==> src/rtl/alu_drv_pkg.sv <==
// Shared types and constants for the ap_ctrl_hs initiator (alu_ap_driver).
package alu_drv_pkg;

    localparam int unsigned DRV_DATA_W = 32;
    localparam int unsigned WDOG_W     = 16;

    typedef enum logic [1:0] {
        IDLE,
        START,
        WAIT,
        RESULT
    } drv_state_t;

endpackage

==> src/rtl/alu_ap_driver_if.sv <==
// Operand/result streams plus the ap_ctrl_hs core bus of one calculate_N instance.
interface alu_ap_driver_if #(
    parameter int unsigned DATA_W = alu_drv_pkg::DRV_DATA_W
);
    logic              in_valid;
    logic              in_ready;
    logic [DATA_W-1:0] in_a;
    logic [DATA_W-1:0] in_b;
    logic              out_valid;
    logic              out_ready;
    logic [DATA_W-1:0] out_data;
    logic              out_timeout;
    logic              ap_start;
    logic              ap_done;
    logic              ap_idle;
    logic              ap_ready;
    logic [DATA_W-1:0] a;
    logic [DATA_W-1:0] b;
    logic [DATA_W-1:0] ap_return;

    modport master (
        input  in_valid, in_a, in_b, out_ready, ap_done, ap_idle, ap_ready, ap_return,
        output in_ready, out_valid, out_data, out_timeout, ap_start, a, b
    );

    modport slave (
        output in_valid, in_a, in_b, out_ready, ap_done, ap_idle, ap_ready, ap_return,
        input  in_ready, out_valid, out_data, out_timeout, ap_start, a, b
    );
endinterface

==> src/rtl/alu_drv_watchdog.sv <==
// Cycle counter for START+WAIT; expired flags the TIMEOUT_CYC-th cycle of a transaction.
module alu_drv_watchdog
    import alu_drv_pkg::*;
#(
    parameter int unsigned TIMEOUT_CYC = 255
) (
    input  logic ap_clk,
    input  logic ap_rst_n,
    input  logic clear,
    input  logic enable,
    output logic expired
);
    localparam logic [WDOG_W-1:0] LAST = WDOG_W'(TIMEOUT_CYC - 1);

    logic [WDOG_W-1:0] cnt_q;
    logic [WDOG_W-1:0] cnt_d;

    // Saturates at LAST so a stalled transaction keeps expired asserted.
    always_comb begin
        cnt_d = cnt_q;
        if (clear) begin
            cnt_d = '0;
        end else if (enable && (cnt_q != LAST)) begin
            cnt_d = cnt_q + WDOG_W'(1);
        end
    end

    always_ff @(posedge ap_clk) begin
        if (!ap_rst_n) begin
            cnt_q <= '0;
        end else begin
            cnt_q <= cnt_d;
        end
    end

    assign expired = enable && (cnt_q == LAST);

endmodule

==> src/rtl/alu_ap_driver.sv <==
// ap_ctrl_hs initiator: operand stream in, one core driven, result stream out.
// Optional watchdog abort enabled by defining ALU_DRV_TIMEOUT_EN.
module alu_ap_driver
    import alu_drv_pkg::*;
#(
    parameter int unsigned DATA_W      = DRV_DATA_W,
    parameter int unsigned TIMEOUT_CYC = 255
) (
    input  logic             ap_clk,
    input  logic             ap_rst_n,
    alu_ap_driver_if.master  bus
);
    drv_state_t        state_q, state_d;
    logic [DATA_W-1:0] a_q, a_d;
    logic [DATA_W-1:0] b_q, b_d;
    logic [DATA_W-1:0] res_q, res_d;
    logic              tmo_q, tmo_d;
    logic              done_seen_q, done_seen_d;
    logic              ap_start_q, ap_start_d;
    logic              out_valid_q, out_valid_d;
    logic              in_ready_q, in_ready_d;
    logic              got;
    logic              expired;

`ifdef ALU_DRV_TIMEOUT_EN
    logic wd_active;

    assign wd_active = (state_q == START) || (state_q == WAIT);

    alu_drv_watchdog #(
        .TIMEOUT_CYC (TIMEOUT_CYC)
    ) u_wdog (
        .ap_clk   (ap_clk),
        .ap_rst_n (ap_rst_n),
        .clear    (!wd_active),
        .enable   (wd_active),
        .expired  (expired)
    );
`else
    assign expired = 1'b0;
`endif

    // Next state and next register values; a done seen during START is kept
    // so the later ap_ready completes the handshake without a second capture.
    always_comb begin
        state_d     = state_q;
        a_d         = a_q;
        b_d         = b_q;
        res_d       = res_q;
        tmo_d       = tmo_q;
        done_seen_d = done_seen_q;
        got         = done_seen_q | bus.ap_done;

        unique case (state_q)
            IDLE: begin
                if (bus.in_valid) begin
                    a_d         = bus.in_a;
                    b_d         = bus.in_b;
                    tmo_d       = 1'b0;
                    done_seen_d = 1'b0;
                    state_d     = START;
                end
            end
            START: begin
                if (bus.ap_done && !done_seen_q) begin
                    res_d       = bus.ap_return;
                    done_seen_d = 1'b1;
                end
                if (expired && !got) begin
                    res_d   = '0;
                    tmo_d   = 1'b1;
                    state_d = RESULT;
                end else if (got && (bus.ap_ready || expired)) begin
                    state_d = RESULT;
                end else if (bus.ap_ready) begin
                    state_d = WAIT;
                end
            end
            WAIT: begin
                if (bus.ap_done) begin
                    res_d   = bus.ap_return;
                    state_d = RESULT;
                end else if (expired) begin
                    res_d   = '0;
                    tmo_d   = 1'b1;
                    state_d = RESULT;
                end
            end
            RESULT: begin
                if (bus.out_ready) begin
                    state_d = IDLE;
                end
            end
            default: state_d = IDLE;
        endcase

        in_ready_d  = (state_d == IDLE);
        ap_start_d  = (state_d == START);
        out_valid_d = (state_d == RESULT);
    end

    always_ff @(posedge ap_clk) begin
        if (!ap_rst_n) begin
            state_q     <= IDLE;
            a_q         <= '0;
            b_q         <= '0;
            res_q       <= '0;
            tmo_q       <= 1'b0;
            done_seen_q <= 1'b0;
            ap_start_q  <= 1'b0;
            out_valid_q <= 1'b0;
            in_ready_q  <= 1'b1;
        end else begin
            state_q     <= state_d;
            a_q         <= a_d;
            b_q         <= b_d;
            res_q       <= res_d;
            tmo_q       <= tmo_d;
            done_seen_q <= done_seen_d;
            ap_start_q  <= ap_start_d;
            out_valid_q <= out_valid_d;
            in_ready_q  <= in_ready_d;
        end
    end

    assign bus.in_ready    = in_ready_q;
    assign bus.ap_start    = ap_start_q;
    assign bus.a           = a_q;
    assign bus.b           = b_q;
    assign bus.out_valid   = out_valid_q;
    assign bus.out_data    = res_q;
    assign bus.out_timeout = tmo_q;

endmodule

==> src/flat_wrapper.sv <==
// flat-port wrapper written by rule: the top's interface ports become plain ports
module alu_ap_driver_flat import alu_drv_pkg::*;
#(
    parameter int unsigned DATA_W      = DRV_DATA_W,
    parameter int unsigned TIMEOUT_CYC = 255
)
  (ap_clk, ap_rst_n, bus_in_valid, bus_in_a, bus_in_b, bus_out_ready, bus_ap_done, bus_ap_idle, bus_ap_ready, bus_ap_return, bus_in_ready, bus_out_valid, bus_out_data, bus_out_timeout, bus_ap_start, bus_a, bus_b);
  alu_ap_driver_if #(.DATA_W(DATA_W)) bus_i ();
  input  logic ap_clk;
  input  logic ap_rst_n;
  input wire logic [$bits(bus_i.in_valid)-1:0] bus_in_valid;
  input wire logic [$bits(bus_i.in_a)-1:0] bus_in_a;
  input wire logic [$bits(bus_i.in_b)-1:0] bus_in_b;
  input wire logic [$bits(bus_i.out_ready)-1:0] bus_out_ready;
  input wire logic [$bits(bus_i.ap_done)-1:0] bus_ap_done;
  input wire logic [$bits(bus_i.ap_idle)-1:0] bus_ap_idle;
  input wire logic [$bits(bus_i.ap_ready)-1:0] bus_ap_ready;
  input wire logic [$bits(bus_i.ap_return)-1:0] bus_ap_return;
  output wire logic [$bits(bus_i.in_ready)-1:0] bus_in_ready;
  output wire logic [$bits(bus_i.out_valid)-1:0] bus_out_valid;
  output wire logic [$bits(bus_i.out_data)-1:0] bus_out_data;
  output wire logic [$bits(bus_i.out_timeout)-1:0] bus_out_timeout;
  output wire logic [$bits(bus_i.ap_start)-1:0] bus_ap_start;
  output wire logic [$bits(bus_i.a)-1:0] bus_a;
  output wire logic [$bits(bus_i.b)-1:0] bus_b;
  assign bus_i.in_valid = bus_in_valid;
  assign bus_i.in_a = bus_in_a;
  assign bus_i.in_b = bus_in_b;
  assign bus_i.out_ready = bus_out_ready;
  assign bus_i.ap_done = bus_ap_done;
  assign bus_i.ap_idle = bus_ap_idle;
  assign bus_i.ap_ready = bus_ap_ready;
  assign bus_i.ap_return = bus_ap_return;
  assign bus_in_ready = bus_i.in_ready;
  assign bus_out_valid = bus_i.out_valid;
  assign bus_out_data = bus_i.out_data;
  assign bus_out_timeout = bus_i.out_timeout;
  assign bus_ap_start = bus_i.ap_start;
  assign bus_a = bus_i.a;
  assign bus_b = bus_i.b;
  alu_ap_driver #(.DATA_W(DATA_W), .TIMEOUT_CYC(TIMEOUT_CYC)) u_core (.ap_clk(ap_clk), .ap_rst_n(ap_rst_n), .bus(bus_i));
endmodule
==> config.mk <==
export PLATFORM = sky130hd
export DESIGN_NAME = alu_ap_driver_flat
export DESIGN_NICKNAME = d
export VERILOG_FILES = /design/src/rtl/alu_drv_pkg.sv /design/src/rtl/alu_ap_driver_if.sv /design/src/rtl/alu_drv_watchdog.sv /design/src/rtl/alu_ap_driver.sv /design/src/flat_wrapper.sv
export SDC_FILE = /design/constraint.sdc
export NUM_CORES = 1
export LEC_CHECK = 0
export ABC_AREA = 0
export CORE_ASPECT_RATIO = 0.75
export CORE_MARGIN = 2
export CORE_UTILIZATION = 25
export CTS_BUF_LIST = sky130_fd_sc_hd__clkbuf_16
export DETAILED_ROUTE_END_ITERATION = 10
export GPL_TIMING_DRIVEN = 0
export PLACE_DENSITY_LB_ADDON = 0.05
export SLEW_MARGIN = 40
export SYNTH_ARGS = -nofsm -noshare
export SYNTH_HDL_FRONTEND = slang
export SYNTH_SLANG_ARGS = --single-unit
==> constraint.sdc <==
create_clock -name ap_clk -period 3.35 [get_ports ap_clk]
set_clock_uncertainty 0.05 [all_clocks]
set_input_delay 0.67 -clock ap_clk [delete_from_list [all_inputs] [get_ports ap_clk]]
set_output_delay 0.67 -clock ap_clk [all_outputs]
set_load 0.005 [all_outputs]
# Yosys cells after proc, flatten, opt, wreduce, memory -nomap -nowiden
# Index checks and enable logic that the tools add are counted.
word_totals:
  inputBits: 103
  ramBits: 0
  mem_bits_ro: 0
  latchBits: 0
  output_inout_bits: 100
  mem_count: 0
  reg_bits: 102
op_classes:
  mul: 0
  mux: 12
  shift: 0
  eq_ne: 8
  div: 0
  magnitude_cmp: 0
  bitwise_logic: 1
  reduce_logical: 10
  add_sub_neg: 0
ops:
  columns: ["operator", "count"]
  rows:
  - ["32-bit 2-to-1 mux", 2]
  - ["32-bit case mux with 2 select lines", 1]
  - ["2-bit 2-to-1 mux", 5]
  - ["2-bit case mux with 4 select lines", 1]
  - ["2-bit == test (second input constant)", 3]
  - ["3-bit AND reduction", 2]
  - ["2-bit by 1-bit == test with 1-bit output (second input constant)", 2]
  - ["2-bit zero test", 2]
  - ["2-bit inequality test (second input constant)", 2]
  - ["2-bit nonzero test", 2]
  - ["1-bit logical AND", 2]
  - ["1-bit 2-to-1 mux", 2]
  - ["2-bit by 1-bit inequality test with 1-bit output (second input constant)", 1]
  - ["1-bit case mux with 2 select lines", 1]
  - ["2-bit AND reduction", 1]
  - ["1-bit zero test", 1]
  - ["1-bit bitwise OR", 1]

# Depth between registers and ports, before layout
depth:
  ltp_word: 5
  ltp_mapped: 6
  ltp_nobuf: 3

# Least setup slack after synthesis
# OpenSTA, ideal clock, no wires.
synth_path:
  path_kind: "input -> register"
  from: "in bus_in_valid"
  to: "reg u_core.b_q[27], in the netlist u_core.bus.b[27]"
  stages: 5
  t_arrival_ns: 1.403
  slack_ns: 1.780
  path_buffers: 2
  t_required_ns: 3.184
  cell_sequence: "or3b_1 -> buf_4 -> buf_6 -> nand2_1 -> a21boi_1"
synth_between:
  elab_chain_cells: 1
synth_rtl:
  columns: ["element", "line_no", "source"]
  rows:
  - ["start: declaration", "flat_wrapper.sv:11", "input wire logic [$bits(bus_i.in_valid)-1:0] bus_in_valid;"]
  - ["2-bit AND reduction (no line)", null, null]
  - ["end signal: assignment", "alu_ap_driver.sv:106", "b_q <= '0;"]
  - ["end signal: assignment", "alu_ap_driver.sv:116", "b_q <= b_d;"]
  - ["end: declaration", "alu_ap_driver.sv:15", "logic [DATA_W-1:0] b_q, b_d;"]
# No other way between the ends.
# A chain may end at the register's enable or synchronous reset.

# Worst setup path after layout
layout_path:
  from: "in bus_ap_done"
  to: "reg u_core.res_q[11], in the netlist u_core.bus.out_data[11]"
layout_between:
  elab_chain_cells: 3
  elab_cells_between_ends: 4
  cone_classes: "eq/ne: 2; reduce/logical: 2"
layout_rtl:
  columns: ["element", "line_no", "source"]
  rows:
  - ["start: declaration", "flat_wrapper.sv:15", "input wire logic [$bits(bus_i.ap_done)-1:0] bus_ap_done;"]
  - ["1-bit logical AND", "alu_ap_driver.sv:65", "if (bus.ap_done && !done_seen_q) begin"]
  - ["2-bit by 1-bit inequality test with 1-bit output (no line)", null, null]
  - ["3-bit AND reduction (no line) *", null, null]
  - ["end signal: assignment", "alu_ap_driver.sv:117", "res_q <= res_d;"]
  - ["end: declaration", "alu_ap_driver.sv:16", "logic [DATA_W-1:0] res_q, res_d;"]
# Every way passes the cells marked *; elsewhere a longest branch is shown, timed or not.

==> out/qor.txt <==
======================================================================================
Run status                                                                finished clean
Kind of launch point of the worst setup path                              primary input
Floorplan core area                                                        15420 sq um
Final setup violation count                                                          0
Signed area change from the synthesized netlist to the final layout             63.85%
Via-to-Cell Ratio                                                                4.175
Data arrival at the endpoint of the critical path                              2.19 ns
Initial antenna violation count                                                      0
Fraction of synthesized cell area taken by the top area cell type               51.08%
Routed WL per cell                                                        13.36 microns
Port bufs                                                                          199
Number of warnings printed during yosys synthesis                                    0
Clock root cell                                                           sky130_fd_sc_hd__clkbuf_16
Complex-gate fraction of the synthesized area                                   14.02%
Worst slack at placement                                                      1.013 ns
DRT iter0 DRCs                                                                      73
Total iterations of the first detailed-routing run                                   4
Cts bufs inserted                                                                    9
Critical Setup Path Class                                                 primary input to flop
Number of cells in the finished layout apart from fillers                          869
I/O pin total                                                                      203
Final WS setup                                                                1.375 ns
Number of clock sinks seen by CTS                                                  102
Adder-cell share of the synthesized area                                            0%
Final Power                                                                   3.027 mW
Setup_tns                                                                         0 ns
Antenna viol nets, final                                                             0
Clock slew at the register clock pins of the worst setup and hold paths        0.06 ns
Number of cells upsized or downsized after cts                                       0
Portion of the post-synthesis area used by sequential elements                  51.08%
Final worst-path cycle share                                                    58.95%
First-pass GRT wire length                                                17910 microns
Global-route total usage across every layer                                     13.70%
Post-synthesis net count                                                           553
Biggest fanout along the worst timing path                                          10
Total detailed-routing wirelength                                         11610 microns
Dominant cells by area after synthesis                                    sky130_fd_sc_hd__dfxtp_1 51%, sky130_fd_sc_hd__nand2_1 18%, sky130_fd_sc_hd__a21boi_1 11%, sky130_fd_sc_hd__mux2i_1 8.0%, sky130_fd_sc_hd__buf_6 2.0%
Simple-Gate Fraction of Synth Area                                              20.25%
Pin count of the biggest net entering global routing                                16
Fin. Hold Viols                                                                      0
Overall die height                                                        113.5 microns
Worst vdd rail ir drop                                                       0.2095 mV
Final Critical Period                                                         1.975 ns
Power per Cell Area                                                       462.1 nW/um^2
RD Place Congestion                                                             0.7502
Clock tree buffer depth                                                              2
Library cell with the largest summed area after synthesis                 sky130_fd_sc_hd__dfxtp_1
Clk_lat worst skew                                                             0.34 ns
Die width                                                                 150.0 microns
Syn Std Cell Area                                                           3998 sq um
Maximum Capacitance Violations                                                       0
Mux share of post-synthesis cell area                                           8.013%
# Post-CTS Setup Buffers                                                             0
H-tree level count                                                                   3
Main combinational cell family by area after synthesis                    simple AND/OR/NAND/NOR gates
Xor/xnor cell area share of the yosys netlist                                       0%
Critical path required time                                                    3.57 ns
RSZ-0062 raised after global routing                                                no
Count of antenna diodes in the layout                                                0
Fraction of layout cells with a size suffix above 1                             5.422%
Drc violations                                                                       0
Synthesized instance count                                                         450
Half-perimeter wire length after placement                                8668 microns
Hold_buf cts                                                                         0
Min-Delay Path Class                                                      flop to flop
Highest Clock Rate                                                           506.4 MHz
CTS tree                                                                          done
Placed Cells incl. Taps                                                            854
Nets@finish                                                                        763
Placement row count                                                                 39
Number of distinct library cells after synthesis                                    28
Max Slew Vio Count                                                                   0
Rel. slew slack                                                                 66.03%
Number of global-route vias before repair                                         3586
Setup crit end kind                                                               flop
Starting Density                                                                25.93%
Synthesis-stage register bit count                                                 102
Leakage power                                                                 2.462 nW
Remaining global-route overflow                                                      0
Average instance area after synthesis                                      8.884 sq um
Total Die Area                                                             17030 sq um
Transition time at the pin with the least slew margin                        0.5095 ns
Vias after detailed routing                                                       3628
======================================================================================
## routing by layer
layer / vias to the layer above / share of wire (%) / track usage [%]
li1: 1862 / - / -
met1: 1634 / 46 / 17.13
met2: 119 / 44 / 21.25
met3: 13 / 8.7 / 6.120
met4: 0 / 1.7 / 4.277
met5: - / 0 / 0
## final timing paths
kind | startpoint | slack [ns] | cells past startpoint | to
setup / recovery | bus_ap_done | 1.38 | 5 | u_core.bus.out_data[11]
hold / removal | u_core.bus.b[2] | 0.40 | 2 | u_core.bus.b[2]
setup reg to reg | u_core.state_q[1] | 1.84 | 4 | u_core.bus.out_data[11]
hold reg to reg | u_core.bus.b[2] | 0.40 | 2 | u_core.bus.b[2]
## cells in the final DEF, fill, tap and decap left out, types with 5 or more instances in the layout
master and instances:
sky130_fd_sc_hd__buf_6 7, sky130_fd_sc_hd__dfxtp_1 102, sky130_fd_sc_hd__clkbuf_1 13, sky130_fd_sc_hd__a21boi_1 60
sky130_fd_sc_hd__buf_4 10, sky130_fd_sc_hd__clkdlybuf4s50_1 199, sky130_fd_sc_hd__clkbuf_16 9, sky130_fd_sc_hd__mux2i_1 32
sky130_fd_sc_hd__a21boi_0 5, sky130_fd_sc_hd__nand2_1 195
## synthesized netlist by cell type
master,count
sky130_fd_sc_hd__a22o_1,1
sky130_fd_sc_hd__buf_2,2
sky130_fd_sc_hd__or3b_1,1
sky130_fd_sc_hd__inv_1,1
sky130_fd_sc_hd__nor2_1,1
sky130_fd_sc_hd__nand2_2,1
sky130_fd_sc_hd__mux2i_1,32
sky130_fd_sc_hd__dfxtp_1,102
sky130_fd_sc_hd__clkbuf_1,13
sky130_fd_sc_hd__nor3b_1,1
sky130_fd_sc_hd__o31ai_4,1
sky130_fd_sc_hd__nand3b_1,1
sky130_fd_sc_hd__o21ai_0,3
sky130_fd_sc_hd__o21a_1,1
sky130_fd_sc_hd__nor4bb_1,1
sky130_fd_sc_hd__and4_1,1
sky130_fd_sc_hd__and2b_1,1
sky130_fd_sc_hd__nor3_1,1
sky130_fd_sc_hd__o211a_1,2
sky130_fd_sc_hd__conb_1,1
sky130_fd_sc_hd__buf_6,7
sky130_fd_sc_hd__buf_4,10
sky130_fd_sc_hd__buf_8,3
sky130_fd_sc_hd__nor2b_1,1
sky130_fd_sc_hd__a21boi_0,5
sky130_fd_sc_hd__and2_1,1
sky130_fd_sc_hd__a21boi_1,60
sky130_fd_sc_hd__nand2_1,195
## power breakdown
group | switching [mW] | internal, mW
Clock | 0.444 | 0.643
Sequential | 0.0432 | 1.30
Combinational | 0.231 | 0.365
Total | 0.718 | 2.31
## cells by family after synthesis
group,Yosys count
AND/OR/NAND/NOR,206
flip-flops,102
AO/OA/AOI/OAI,73
multiplexers,32
buffers and inverters,36
other,1
## cell type report
class	count	area, sq um
buffer	35	257.7
clock buffer	9	225.2
clock inverter	6	78.83
fill	1548	8870
inverter	1	3.754
multi-input combinational	312	1694
sequential	102	2042
tap	205	256.5
timing repair buffer	199	1992
## critical path, stage by stage
cell                              delay, ns
sky130_fd_sc_hd__clkdlybuf4s50_1       0.56
sky130_fd_sc_hd__nand2_2               0.09
sky130_fd_sc_hd__o31ai_4               0.44
sky130_fd_sc_hd__buf_8                 0.23
sky130_fd_sc_hd__mux2i_1               0.20
## registers in the layout (all words and copies together), names as in the netlist
name                  count
u_core.bus.a             32
u_core.bus.b             32
u_core.bus.out_data      32
u_core.state_q            2
u_core.bus.ap_start       1
u_core.bus.in_ready       1
u_core.bus.out_valid      1
u_core.done_seen_q        1
## metrics by stage
| step | area (sq um) | utilization, % | hold slack [ns] |
|---|---|---|---|
| 6_report | 6550 | 42.48 | 0.4000 |
| 3_3_place_gp | 6246 | 40.51 | 0.3902 |
| 3_5_place_dp | 6246 | 40.51 | 0.3949 |
| 2_1_floorplan | 3998 | - | 0.4011 |
| 4_1_cts | 6550 | 42.48 | 0.4040 |
| 5_1_grt | 6550 | 42.48 | 0.4199 |
(Power assumes the default switching activity.)
